File: src/rtl/sudoku_pkg.sv
// -----------------------------------------------------------------------------
// sudoku_pkg
// Shared constants for the board-check datapath: board geometry, RAM widths,
// the empty-cell marker, the "no mismatch" marker and the sequencer state
// encodings used by board_check_seq.
// -----------------------------------------------------------------------------
package sudoku_pkg;

    localparam int CELLS  = 81;
    localparam int ADDR_W = 7;
    localparam int VAL_W  = 4;

    localparam logic [VAL_W-1:0]  EMPTY_VAL = '0;
    localparam logic [ADDR_W-1:0] NO_ERR    = '1;
    localparam logic [ADDR_W-1:0] LAST_ADDR = ADDR_W'(CELLS - 1);

    // Sequencer state encodings
    localparam logic [2:0] ST_IDLE     = 3'd0;
    localparam logic [2:0] ST_SCAN     = 3'd1;
    localparam logic [2:0] ST_DRAIN    = 3'd2;
    localparam logic [2:0] ST_DONE     = 3'd3;
    localparam logic [2:0] ST_WAIT_LOW = 3'd4;

    // A cell is good when it is filled and agrees with the solution.
    function automatic logic cell_ok(input logic [VAL_W-1:0] b,
                                     input logic [VAL_W-1:0] s);
        return (b != EMPTY_VAL) && (b == s);
    endfunction

endpackage

File: src/rtl/cell_cmp_acc.sv
// -----------------------------------------------------------------------------
// cell_cmp_acc
// Compare/accumulate stage of the board check. Each cycle with valid=1 it
// compares one board/solution cell pair and updates the empty count, the
// mismatch count and the lowest mismatching address.
//
// Ports:
//   clka      in   system clock
//   restart_n in   synchronous active-low reset
//   clear     in   synchronous clear of all results (new scan accepted)
//   valid     in   board_q/sol_q/addr describe a cell to compare
//   addr      in   address of the cell being compared
//   board_q   in   player board value
//   sol_q     in   solution value
//   empty_cnt out  number of empty cells seen
//   err_cnt   out  number of filled cells that disagree with the solution
//   first_err out  lowest mismatching address, all-ones if none
// -----------------------------------------------------------------------------
module cell_cmp_acc
    import sudoku_pkg::*;
(
    input  logic              clka,
    input  logic              restart_n,
    input  logic              clear,
    input  logic              valid,
    input  logic [ADDR_W-1:0] addr,
    input  logic [VAL_W-1:0]  board_q,
    input  logic [VAL_W-1:0]  sol_q,
    output logic [ADDR_W-1:0] empty_cnt,
    output logic [ADDR_W-1:0] err_cnt,
    output logic [ADDR_W-1:0] first_err
);

    always_ff @(posedge clka) begin
        if (!restart_n || clear) begin
            empty_cnt <= '0;
            err_cnt   <= '0;
            first_err <= NO_ERR;
        end else if (valid) begin
            if (board_q == EMPTY_VAL) begin
                empty_cnt <= empty_cnt + ADDR_W'(1);
            end else if (board_q != sol_q) begin
                err_cnt <= err_cnt + ADDR_W'(1);
                // Cells arrive in ascending order, so the first capture is the lowest.
                if (first_err == NO_ERR) begin
                    first_err <= addr;
                end
            end
        end
    end

endmodule

File: src/rtl/board_check_seq.sv
// -----------------------------------------------------------------------------
// board_check_seq
// Board-check sequencer. On a start request it reads all CELLS cells of the
// player board RAM and the solution RAM in lockstep (1-cycle read latency),
// compares each pair and reports a one-cycle done pulse with a solved verdict
// and empty/mismatch statistics.
//
// Ports:
//   clka      in   system clock
//   restart_n in   synchronous active-low reset
//   start     in   check request level, acted on only in IDLE
//   rd_en     out  read strobe to both RAMs
//   rd_addr   out  shared cell address to both RAMs
//   board_q   in   board RAM data, valid the cycle after rd_en
//   sol_q     in   solution RAM data, valid the cycle after rd_en
//   busy      out  high from start acceptance until done
//   done      out  one-cycle completion pulse
//   solved    out  every cell filled and matching the solution
//   empty_cnt out  number of empty cells
//   err_cnt   out  number of filled cells not matching the solution
//   first_err out  lowest mismatching address, all-ones if none
// -----------------------------------------------------------------------------
module board_check_seq
    import sudoku_pkg::*;
(
    input  logic              clka,
    input  logic              restart_n,
    input  logic              start,
    output logic              rd_en,
    output logic [ADDR_W-1:0] rd_addr,
    input  logic [VAL_W-1:0]  board_q,
    input  logic [VAL_W-1:0]  sol_q,
    output logic              busy,
    output logic              done,
    output logic              solved,
    output logic [ADDR_W-1:0] empty_cnt,
    output logic [ADDR_W-1:0] err_cnt,
    output logic [ADDR_W-1:0] first_err
);

    logic [2:0]        state;
    logic              valid_q;
    logic [ADDR_W-1:0] cmp_addr_q;
    logic              accept;

    assign accept = (state == ST_IDLE) && start;
    assign busy   = (state == ST_SCAN) || (state == ST_DRAIN);
    assign done   = (state == ST_DONE);

    always_ff @(posedge clka) begin
        if (!restart_n) begin
            state      <= ST_IDLE;
            rd_en      <= 1'b0;
            rd_addr    <= '0;
            valid_q    <= 1'b0;
            cmp_addr_q <= '0;
            solved     <= 1'b0;
        end else begin
            // Read data for the address strobed this cycle is compared next cycle.
            valid_q    <= rd_en;
            cmp_addr_q <= rd_addr;
            case (state)
                ST_IDLE: begin
                    if (start) begin
                        state   <= ST_SCAN;
                        rd_en   <= 1'b1;
                        rd_addr <= '0;
                        solved  <= 1'b0;
                    end
                end
                ST_SCAN: begin
                    if (rd_addr == LAST_ADDR) begin
                        state <= ST_DRAIN;
                        rd_en <= 1'b0;
                    end else begin
                        rd_addr <= rd_addr + ADDR_W'(1);
                    end
                end
                ST_DRAIN: begin
                    // The last cell is accumulated on this same edge, so fold
                    // its verdict in directly rather than waiting a cycle.
                    state  <= ST_DONE;
                    solved <= (empty_cnt == '0) && (err_cnt == '0) &&
                              cell_ok(board_q, sol_q);
                end
                ST_DONE: begin
                    state <= ST_WAIT_LOW;
                end
                ST_WAIT_LOW: begin
                    if (!start) begin
                        state <= ST_IDLE;
                    end
                end
                default: begin
                    state <= ST_IDLE;
                    rd_en <= 1'b0;
                end
            endcase
        end
    end

    cell_cmp_acc u_cmp (
        .clka      (clka),
        .restart_n (restart_n),
        .clear     (accept),
        .valid     (valid_q),
        .addr      (cmp_addr_q),
        .board_q   (board_q),
        .sol_q     (sol_q),
        .empty_cnt (empty_cnt),
        .err_cnt   (err_cnt),
        .first_err (first_err)
    );

endmodule

File: config.mk
export PLATFORM = sky130hd
export DESIGN_NAME = board_check_seq
export DESIGN_NICKNAME = d
export VERILOG_FILES = /design/src/rtl/sudoku_pkg.sv /design/src/rtl/cell_cmp_acc.sv /design/src/rtl/board_check_seq.sv
export SDC_FILE = /design/constraint.sdc
export NUM_CORES = 1
export LEC_CHECK = 0
export ABC_CLOCK_PERIOD_IN_PS = 2009
export CELL_PAD_IN_SITES_DETAIL_PLACEMENT = 1
export CELL_PAD_IN_SITES_GLOBAL_PLACEMENT = 2
export CORE_MARGIN = 10
export CORE_UTILIZATION = 31
export CTS_BUF_LIST = sky130_fd_sc_hd__clkbuf_8
export DETAILED_ROUTE_END_ITERATION = 12
export PLACE_DENSITY_LB_ADDON = 0.15
export SYNTH_ARGS = -nofsm -noshare
export SYNTH_HDL_FRONTEND = slang
export SYNTH_SLANG_ARGS = --single-unit
File: constraint.sdc
create_clock -name clka -period 2.01 [get_ports clka]
set_clock_uncertainty 0.2 [all_clocks]
set_input_delay 0.3015 -clock clka [delete_from_list [all_inputs] [get_ports clka]]
set_output_delay 0.3015 -clock clka [all_outputs]
set_load 0.02 [all_outputs]
Word level (Yosys, flattened, before mapping)

Index checks and enable logic that the tools add are counted.

Register bits: 41
Input bits: 11
Output and inout port bits: 32
Word-level logic and storage cells: 60

Add/sub/neg operators: 3
Eq/ne operators: 12
Multiplexer cells: 12
Bitwise gates (word level): 2
Reduce and logical (&&, ||, !) cells: 22

Operators with widths:

| operator              | count |
|---|---|
| $add A7 B1 Y7 const B | 3 |
| $pmux W3 S5           | 1 |
| $eq A7 B7 Y1 const B  | 2 |
| $logic_not A7 Y1      | 2 |
| $mux W7               | 2 |
| $pmux W7 S2           | 1 |
| $reduce_and A3 Y1     | 4 |
| $mux W3               | 3 |
| $eq A3 B2 Y1 const B  | 2 |
| $ne A2 B2 Y1 const B  | 3 |
| $eq A4 B4 Y1          | 1 |
| $logic_and A1 B1 Y1   | 4 |
| $logic_not A4 Y1      | 1 |
| $ne A4 B4 Y1          | 1 |
| $reduce_and A2 Y1     | 2 |
| $reduce_and A4 Y1     | 1 |
| $reduce_bool A2 Y1    | 2 |
| $reduce_bool A4 Y1    | 1 |
| $eq A3 B1 Y1 const B  | 1 |
| $eq A3 B3 Y1 const B  | 1 |
| $logic_not A3 Y1      | 1 |
| $mux W1               | 3 |
| $pmux W1 S3           | 1 |
| $reduce_or A3 Y1      | 1 |
| other kinds (5)       | 7 |

Logic depth before layout (Yosys ltp)

Gate-level depths: netlist of the first run.

Word-level depth: 4
Gate-level depth with buffers: 7

Cells and area by module

A second synthesis of the first run with hierarchy kept.

Cells, all modules: 236
Area total of the unflattened synthesis: 2048.2 um2

By module, submodules not included:

| module          | times used | cells each | area an instance (um2) | seq. area each (um2) |
|---|---|---|---|---|
| cell_cmp_acc    | 1          | 127        | 1064.8                 | 420.4 |
| board_check_seq | 1          | 109        | 983.4                  | 400.4 |

Worst setup path before layout of the first run

No wires, ideal clock.

Path kind: reg2reg
Start point: register u_cmp.err_cnt[0]
End point: register u_cmp.err_cnt[6]
Arrival time: 1.544 ns
Required time: 1.740 ns
Slack: 0.196 ns
Cell stages (with the launch flop): 6
Clock period less this slack: 1.814 ns
Cell sequence: dfxtp_1 > ha_1 > nand3_1 > or3_1 > or3_1 > a21oi_1

Cells in the longest elaborated chain, start to end: 1

RTL lines:

| item                   | RTL line           | text |
|---|---|---|
| start, declared        | cell_cmp_acc.sv:30 | `output logic [ADDR_W-1:0] err_cnt,` |
| start signal, assigned | cell_cmp_acc.sv:43 | `err_cnt <= err_cnt + ADDR_W'(1);` |
| $add A7 B1 Y7          | cell_cmp_acc.sv:43 |  |

Every way passes these cells.
A chain may end at the register's enable or synchronous reset.

Worst setup path in the final report of the first run

Start point: input port board_q[1]
End point: register u_cmp.err_cnt[5]

Cells in the longest elaborated chain, start to end: 3
Elaborated cells on any way between the ends: 4
Classes of those cells: 1 x eq/ne; 1 x bitwise; 2 x reduce/logical

RTL lines:

| item                          | RTL line              | text |
|---|---|---|
| start, declared               | board_check_seq.sv:31 | `input logic [VAL_W-1:0] board_q,` |
| $logic_not A4 Y1              | cell_cmp_acc.sv:40    | `if (board_q == EMPTY_VAL) begin` |
| $not A1 Y1 (no line)          | -                     |  |
| $reduce_and A3 Y1 (no line) * | -                     |  |

Every way passes the cells marked *; elsewhere a longest branch is shown, timed or not.

==> impl_metrics.ini, run 1 <==
[synthesis]
synth-seq-cells = 41
synthesis.nets = 238
synthesis.area_mm2 = 0.00199
synth_xor_area_share_pct = 4.84
yosys.area.top_type = dfxtp_1
synth-edff-count = 0
ys_seq_area_share_pct = 41.2
ys_warn_count = 0
yosys-top-cells-area = dfxtp_1 41%, a21oi_1 4.0%, ha_1 3.8%, nand2_1 3.6%, xor2_1 3.1%
synth_adder_area_share_pct = 3.77
yosys.area_share.simple_pct = 30.2
synth_top_family_by_area = simple AND/OR/NAND/NOR gates
synth_ff_type = dfxtp_1
async_reset_ff_share_pct = 0
synth_mux_area_share_pct = 0.566
synth_top_area_share_pct = 41.2
synth_compound_area_share_pct = 14.3
syn_avg_cell_area_um2 = 9.01
synth_cells = 221
synth_cell_types = 51

[global_route]
antenna_found_initial = 0
grt_use_total_pct = 11.5
grt_max_degree = 15
globalRoute.totalOverflow = 0
grt_pass1_vias = 1931
grt_pass1_wl_mm = 9.43

[setup_path]
critical_path_class = in -> reg
required_ps = 2040
cpPeakStageDelay_ps = 530
critPathBufInv = 2
reg2reg_depth = 6
critical-path-top-delay-family = buffers and inverters
reg2reg_to = u_cmp.err_cnt[3]
rr_startpoint = state[0]
path_max_fanout = 8
endpoint_kind = register
cp_slowest_cell = clkdlybuf4s50_1
reg2reg_setup_slack_ps = 190
startpoint_type = input port
crit_arrival_ps = 1990
cp_cell_sequence = clkdlybuf4s50_1, xor2_1, nor4_2, buf_4, or4_1, a21oi_1

[routing]
drt-initial-drc-count = 63
route.detailed.drc = 0
wl_per_cell_um = 15.5
dr.pass1.iters = 4
totalWireLength_mm = 5.70
vias = 1843
vias_per_cell = 5.01
drtAntennaViolNets = 0

[floorplanning]
ios = 43
core_area_mm2 = 0.00628
dieArea_mm2 = 0.0100
start_util_pct = 31.7
die_h_um = 100
num_rows = 29
die_w_um = 100

[power_and_ir_drop]
p_per_area_mw_per_mm2 = 639
ir_drop_v = 0.000259
p_switching_uw = 456
power.internal_uw = 1330
seq_power_share_pct = 47.7
clock_power_share_pct = 38.0
swShare_pct = 25.6
p_comb_share_pct = 14.2
p_total_uw = 1780
power_leakage_uw = 0.00115

[clock_network]
numCtsBuffers = 5
clkSlewWorstSetupHoldPaths_ps = 80
clk_latency_ps = 300
cts_sinks = 41
htreeDepth = 2
cts-root-buf = clkbuf_8
cts_hold_buf = 0
clockBufferDepth = 2
cts_tree = yes
cts_setup_buffers = 0

[min_path]
hp-class = reg -> reg
min_to = u_cmp.first_err[6]
worstHoldStart = cmp_addr_q[6]
worstHoldPathCells = 1

[sta]
drv_slew = 0
setup_viol = 0
period_minus_slack_ps = 1960
worst_pin_slew_ps = 473
max_freq_ghz = 0.509
rsz0062_at_grt = true
final.setup.tns_ps = 0
hold_violations = 0
period_share_pct = 97.7
slew_headroom_pct = 68.3

[cells_and_area]
drive_above_1_share_pct = 17.2
diodes = 0
areaGrowthSynthToFinish_pct = 40.4
fin_util_pct = 44.5
nets = 307

[place]
gp_congestion = 0.708
dp_hpwl_mm = 4.53
portBuffers = 42

[run_status]
status = finished clean

[flow_run]
drv_cap = 0
[layout make-up]
class / count / area [µm²]
clock inverter: 3 / 46.3
multi-input combinational: 162 / 1090
inverter: 9 / 33.8
sequential: 41 / 822
tap: 77 / 96.3
clock buffer: 5 / 68.8
timing repair buffer: 71 / 638
fill: 750 / 3480
[routing by layer]
layer | up-vias | track usage (%) | share of wire [%]
met4 | 0 | 3.26 | 1.1
met3 | 7 | 3.71 | 5.1
met2 | 28 | 20.4 | 51
li1 | 932 | - | -
met1 | 876 | 12.8 | 43
met5 | - | 0 | 0
[registers in the layout, summed over array words and instances, names as in the netlist]
signal	cells
rd_addr	7
cmp_addr_q	7
solved	1
u_cmp.empty_cnt	7
state	3
rd_en	1
u_cmp.err_cnt	7
valid_q	1
u_cmp.first_err	7
[placed cells by master, fill, tap and decap left out, drive strengths merged, types with 4 or more instances in the layout]
cell	count
a21oi	16
and2	9
and3	4
buf	29
clkbuf	5
clkdlybuf4s50	39
dfxtp	41
ha	6
inv	9
nand2	19
nand2b	5
nand3	10
nand4	5
nor2	15
nor3	5
nor4	7
o211ai	7
o21ai	4
or4	7
xnor2	4
xor2	7
[what timing repair did]
| action | CTS | global route |
|---|---|---|
| gates cloned | 0 | 0 |
| gates resized for setup | 3 | 3 |
| endpoints found under the setup margin | 2 | 7 |
[how the worst max path moves through the flow]
| stage | start | endpoint | slack [ps] | cells after the start |
|---|---|---|---|---|
| 2_1_floorplan | u_cmp.err_cnt[0] | u_cmp.err_cnt[6] | 200 | 5 |
| 3_3_place_gp | board_q[0] | u_cmp.first_err[1] | -250 | 7 |
| 3_5_place_dp | board_q[0] | u_cmp.err_cnt[5] | -280 | 6 |
| 4_1_cts | board_q[0] | u_cmp.err_cnt[5] | 10 | 6 |
| 5_1_grt | board_q[0] | u_cmp.empty_cnt[2] | -40 | 7 |
| 6_report | board_q[1] | u_cmp.err_cnt[5] | 50 | 6 |
[power by group through the flow]
stage | logic, µW | clock network [µW] | registers (µW)
after floorplan | 115 | 0 | 884
after global placement | 253 | 0 | 872
after detailed placement | 257 | 0 | 872
after CTS | 256 | 699 | 853
after global routing | 280 | 734 | 857
final | 254 | 678 | 852
[cells by family after synthesis]
kind of cell,after synthesis
mux,1
fa+ha+maj,6
buf+inv,18
flops,41
compound gates,42
simple gates,102
xor+xnor,11
[stage by stage]
step                hold slack, ps  cell area [µm²]  worst slack [ps]  instances
floorplan                      245             1990               196        221
global placement               251             2660              -251        360
detailed placement             257             2660              -282        360
CTS                            275             2780              12.7        368
global route                   306             2790             -40.2        368
finish                         272             2790              46.6        368
[cell usage after synthesis (2+ instances only)]
| cell | instances |
|---|---|
| o31ai_1 | 2 |
| xnor2_1 | 4 |
| ha_1 | 6 |
| nand2_1 | 19 |
| nor3b_1 | 2 |
| dfxtp_1 | 41 |
| clkbuf_1 | 3 |
| or4_1 | 6 |
| nand4_1 | 5 |
| o32a_1 | 2 |
| nor2_1 | 14 |
| nand3b_1 | 2 |
| or3_1 | 3 |
| nand2b_1 | 5 |
| o211ai_1 | 7 |
| buf_6 | 3 |
| a21oi_1 | 16 |
| o21ai_0 | 3 |
| and2_1 | 9 |
| a22o_1 | 2 |
| nor2b_1 | 3 |
| nor4_1 | 5 |
| nand3_1 | 10 |
| xor2_1 | 7 |
| nor3_1 | 4 |
| and3_1 | 4 |
| inv_1 | 9 |
| a31oi_1 | 2 |
(Power assumes the default switching activity.)
==> run 2: changes to the inputs <==
CORE_UTILIZATION = 39   (was 31)
DONT_BUFFER_PORTS = 1   (was unset)
==> run 2 against run 1 <==
  * Global-route usage increased by 2.2 points
  * Sequential power is 0.8% higher
  * Sequential share of layout area grew 6.0 points
  * Worst hold slack worse by 260 ps
  * Clock-buffer cell count unchanged
  * First-iteration DRC count is 11% higher
  * Total power decreased by 5.5%
  * Cell count is 15% lower
  * Critical path depth is 2 lower
  * Sequential cell count unchanged
  * Largest cell class unchanged
==> impl_metrics.ini, run 2 (synthesis results as in run 1) <==
[sta]
period_minus_slack_ps = 1840
drv_slew = 0
rsz0062_at_grt = false
setup_viol = 0
hold_violations = 0
worst_pin_slew_ps = 836
setup_ws_ps = 174
final.setup.tns_ps = 0
period_share_pct = 91.3
max_freq_ghz = 0.545
slew_headroom_pct = 43.6

[floorplanning]
die_w_um = 91.4
dieArea_mm2 = 0.00836
num_rows = 25
die_h_um = 91.4
ios = 43
core_area_mm2 = 0.00485
start_util_pct = 41.1

[setup_path]
startpoint_type = register
critical-path-top-delay-family = simple AND/OR/NAND/NOR gates
required_ps = 2040
critPathBufInv = 0
cpPeakStageDelay_ps = 550
critical_path_class = reg -> reg
cp_slowest_cell = dfxtp_1
endpoint_kind = register
path_common_cell = or3_1
path_max_fanout = 6
crit_arrival_ps = 1870
cp_cell_sequence = nand3_1, or3_1, or3_1, a21oi_1

[cells_and_area]
final_common_cell = dfxtp_1
areaGrowthSynthToFinish_pct = 16.3
nets = 261
diodes = 0
most-common-layout-cells = 41 x dfxtp_1, 24 x buf_4, 19 x nand2_1
final_area_mm2 = 0.00232
final_cells = 311
drive_above_1_share_pct = 17.6
fin_util_pct = 47.8

[global_route]
use_met2_pct = 23.6
antenna_found_initial = 0
met3_usage_pct = 5.93
grtUsageMet1_pct = 14.9
grt_pass1_vias = 1857
grt_max_degree = 24
grt_use_total_pct = 13.7
top_usage_layer = met2
grt_pass1_wl_mm = 9.45
globalRoute.totalOverflow = 0

[routing]
drtAntennaViolNets = 0
drt-initial-drc-count = 70
dr.pass1.iters = 4
vias_per_cell = 5.58
vias = 1735
route.detailed.drc = 0
totalWireLength_mm = 5.83
wl_per_cell_um = 18.7

[clock_network]
clockBufferDepth = 2
numCtsBuffers = 5
cts_tree = yes
htreeDepth = 2
cts_sinks = 41
clk_latency_ps = 290
cts-root-buf = clkbuf_8
clkSlewWorstSetupHoldPaths_ps = 80
cts_setup_buffers = 0

[power_and_ir_drop]
power.internal_uw = 1260
swShare_pct = 25.2
p_switching_uw = 424
p_per_area_mw_per_mm2 = 728
power_leakage_uw = 0.000946
ir_drop_v = 0.000377
seq_power_share_pct = 51.0
p_comb_share_pct = 10.6
clock_power_share_pct = 38.4

[min_path]
hp-class = in -> reg

[place]
dp_hpwl_mm = 4.50
gp_congestion = 0.790
portBuffers = 0
placedCellCount = 303
dp_slack_ps = 166
detailed_place.area_mm2 = 0.00219

[flow_run]
drv_cap = 0

[run_status]
status = finished clean
-- run 2: cell count changes in the layout (fill, tap and decap cells not counted), moves of 2 or more --
cell             delta
xor2_2              -2
buf_4               -5
dlygate4sd2_1       -2
clkdlybuf4s50_1    -39
xor2_1              +2
-- run 2: path summary, 6_finish.rpt --
kind | startpoint | to | slack [ps] | cells after the start
setup / recovery | u_cmp.err_cnt[2] | u_cmp.err_cnt[6] | 170 | 4
hold / removal | start | state[2] | 10 | 2
setup reg to reg | u_cmp.err_cnt[2] | u_cmp.err_cnt[6] | 170 | 4
hold reg to reg | cmp_addr_q[4] | u_cmp.first_err[4] | 280 | 1
-- run 2: area by class of cell --
class,count,area [µm²]
Timing Repair Buffer,25,190
Tap cell,67,83.8
Clock inverter,2,35.0
Inverter,9,33.8
Clock buffer,5,68.8
Fill cell,570,2530
Sequential cell,41,821
Multi-Input combinational cell,162,1080
-- run 2: metal layers --
layer / part of all wire, % / vias up / wire length [µm]
met3: 7.7 / 7 / 446
met2: 49 / 38 / 2870
met5: 0 / - / 0
met1: 42 / 846 / 2440
met4: 1.2 / 0 / 67
li1: - / 844 / -
-- run 2: what timing repair did --
action / CTS / global route
gates resized for setup: 0 / 2
hold buffers: 1 / 0
hold endpoints to repair: 11 / 0
setup endpoints to repair: 0 / 2
-- run 2: power by group through the flow --
stage / clock network (µW) / logic, µW / registers, µW
2_1_floorplan: 0 / 115 / 884
3_3_place_gp: 0 / 165 / 877
3_5_place_dp: 0 / 174 / 879
4_1_cts: 659 / 180 / 859
5_1_grt: 695 / 200 / 862
6_report: 648 / 179 / 859
-- run 2: metrics by stage --
stage,hold WS [ps],power (µW)
5_1_grt,29.5,1760
3_3_place_gp,235,1040
4_1_cts,2.57,1700
3_5_place_dp,235,1050
2_1_floorplan,245,998
6_report,12.3,1690
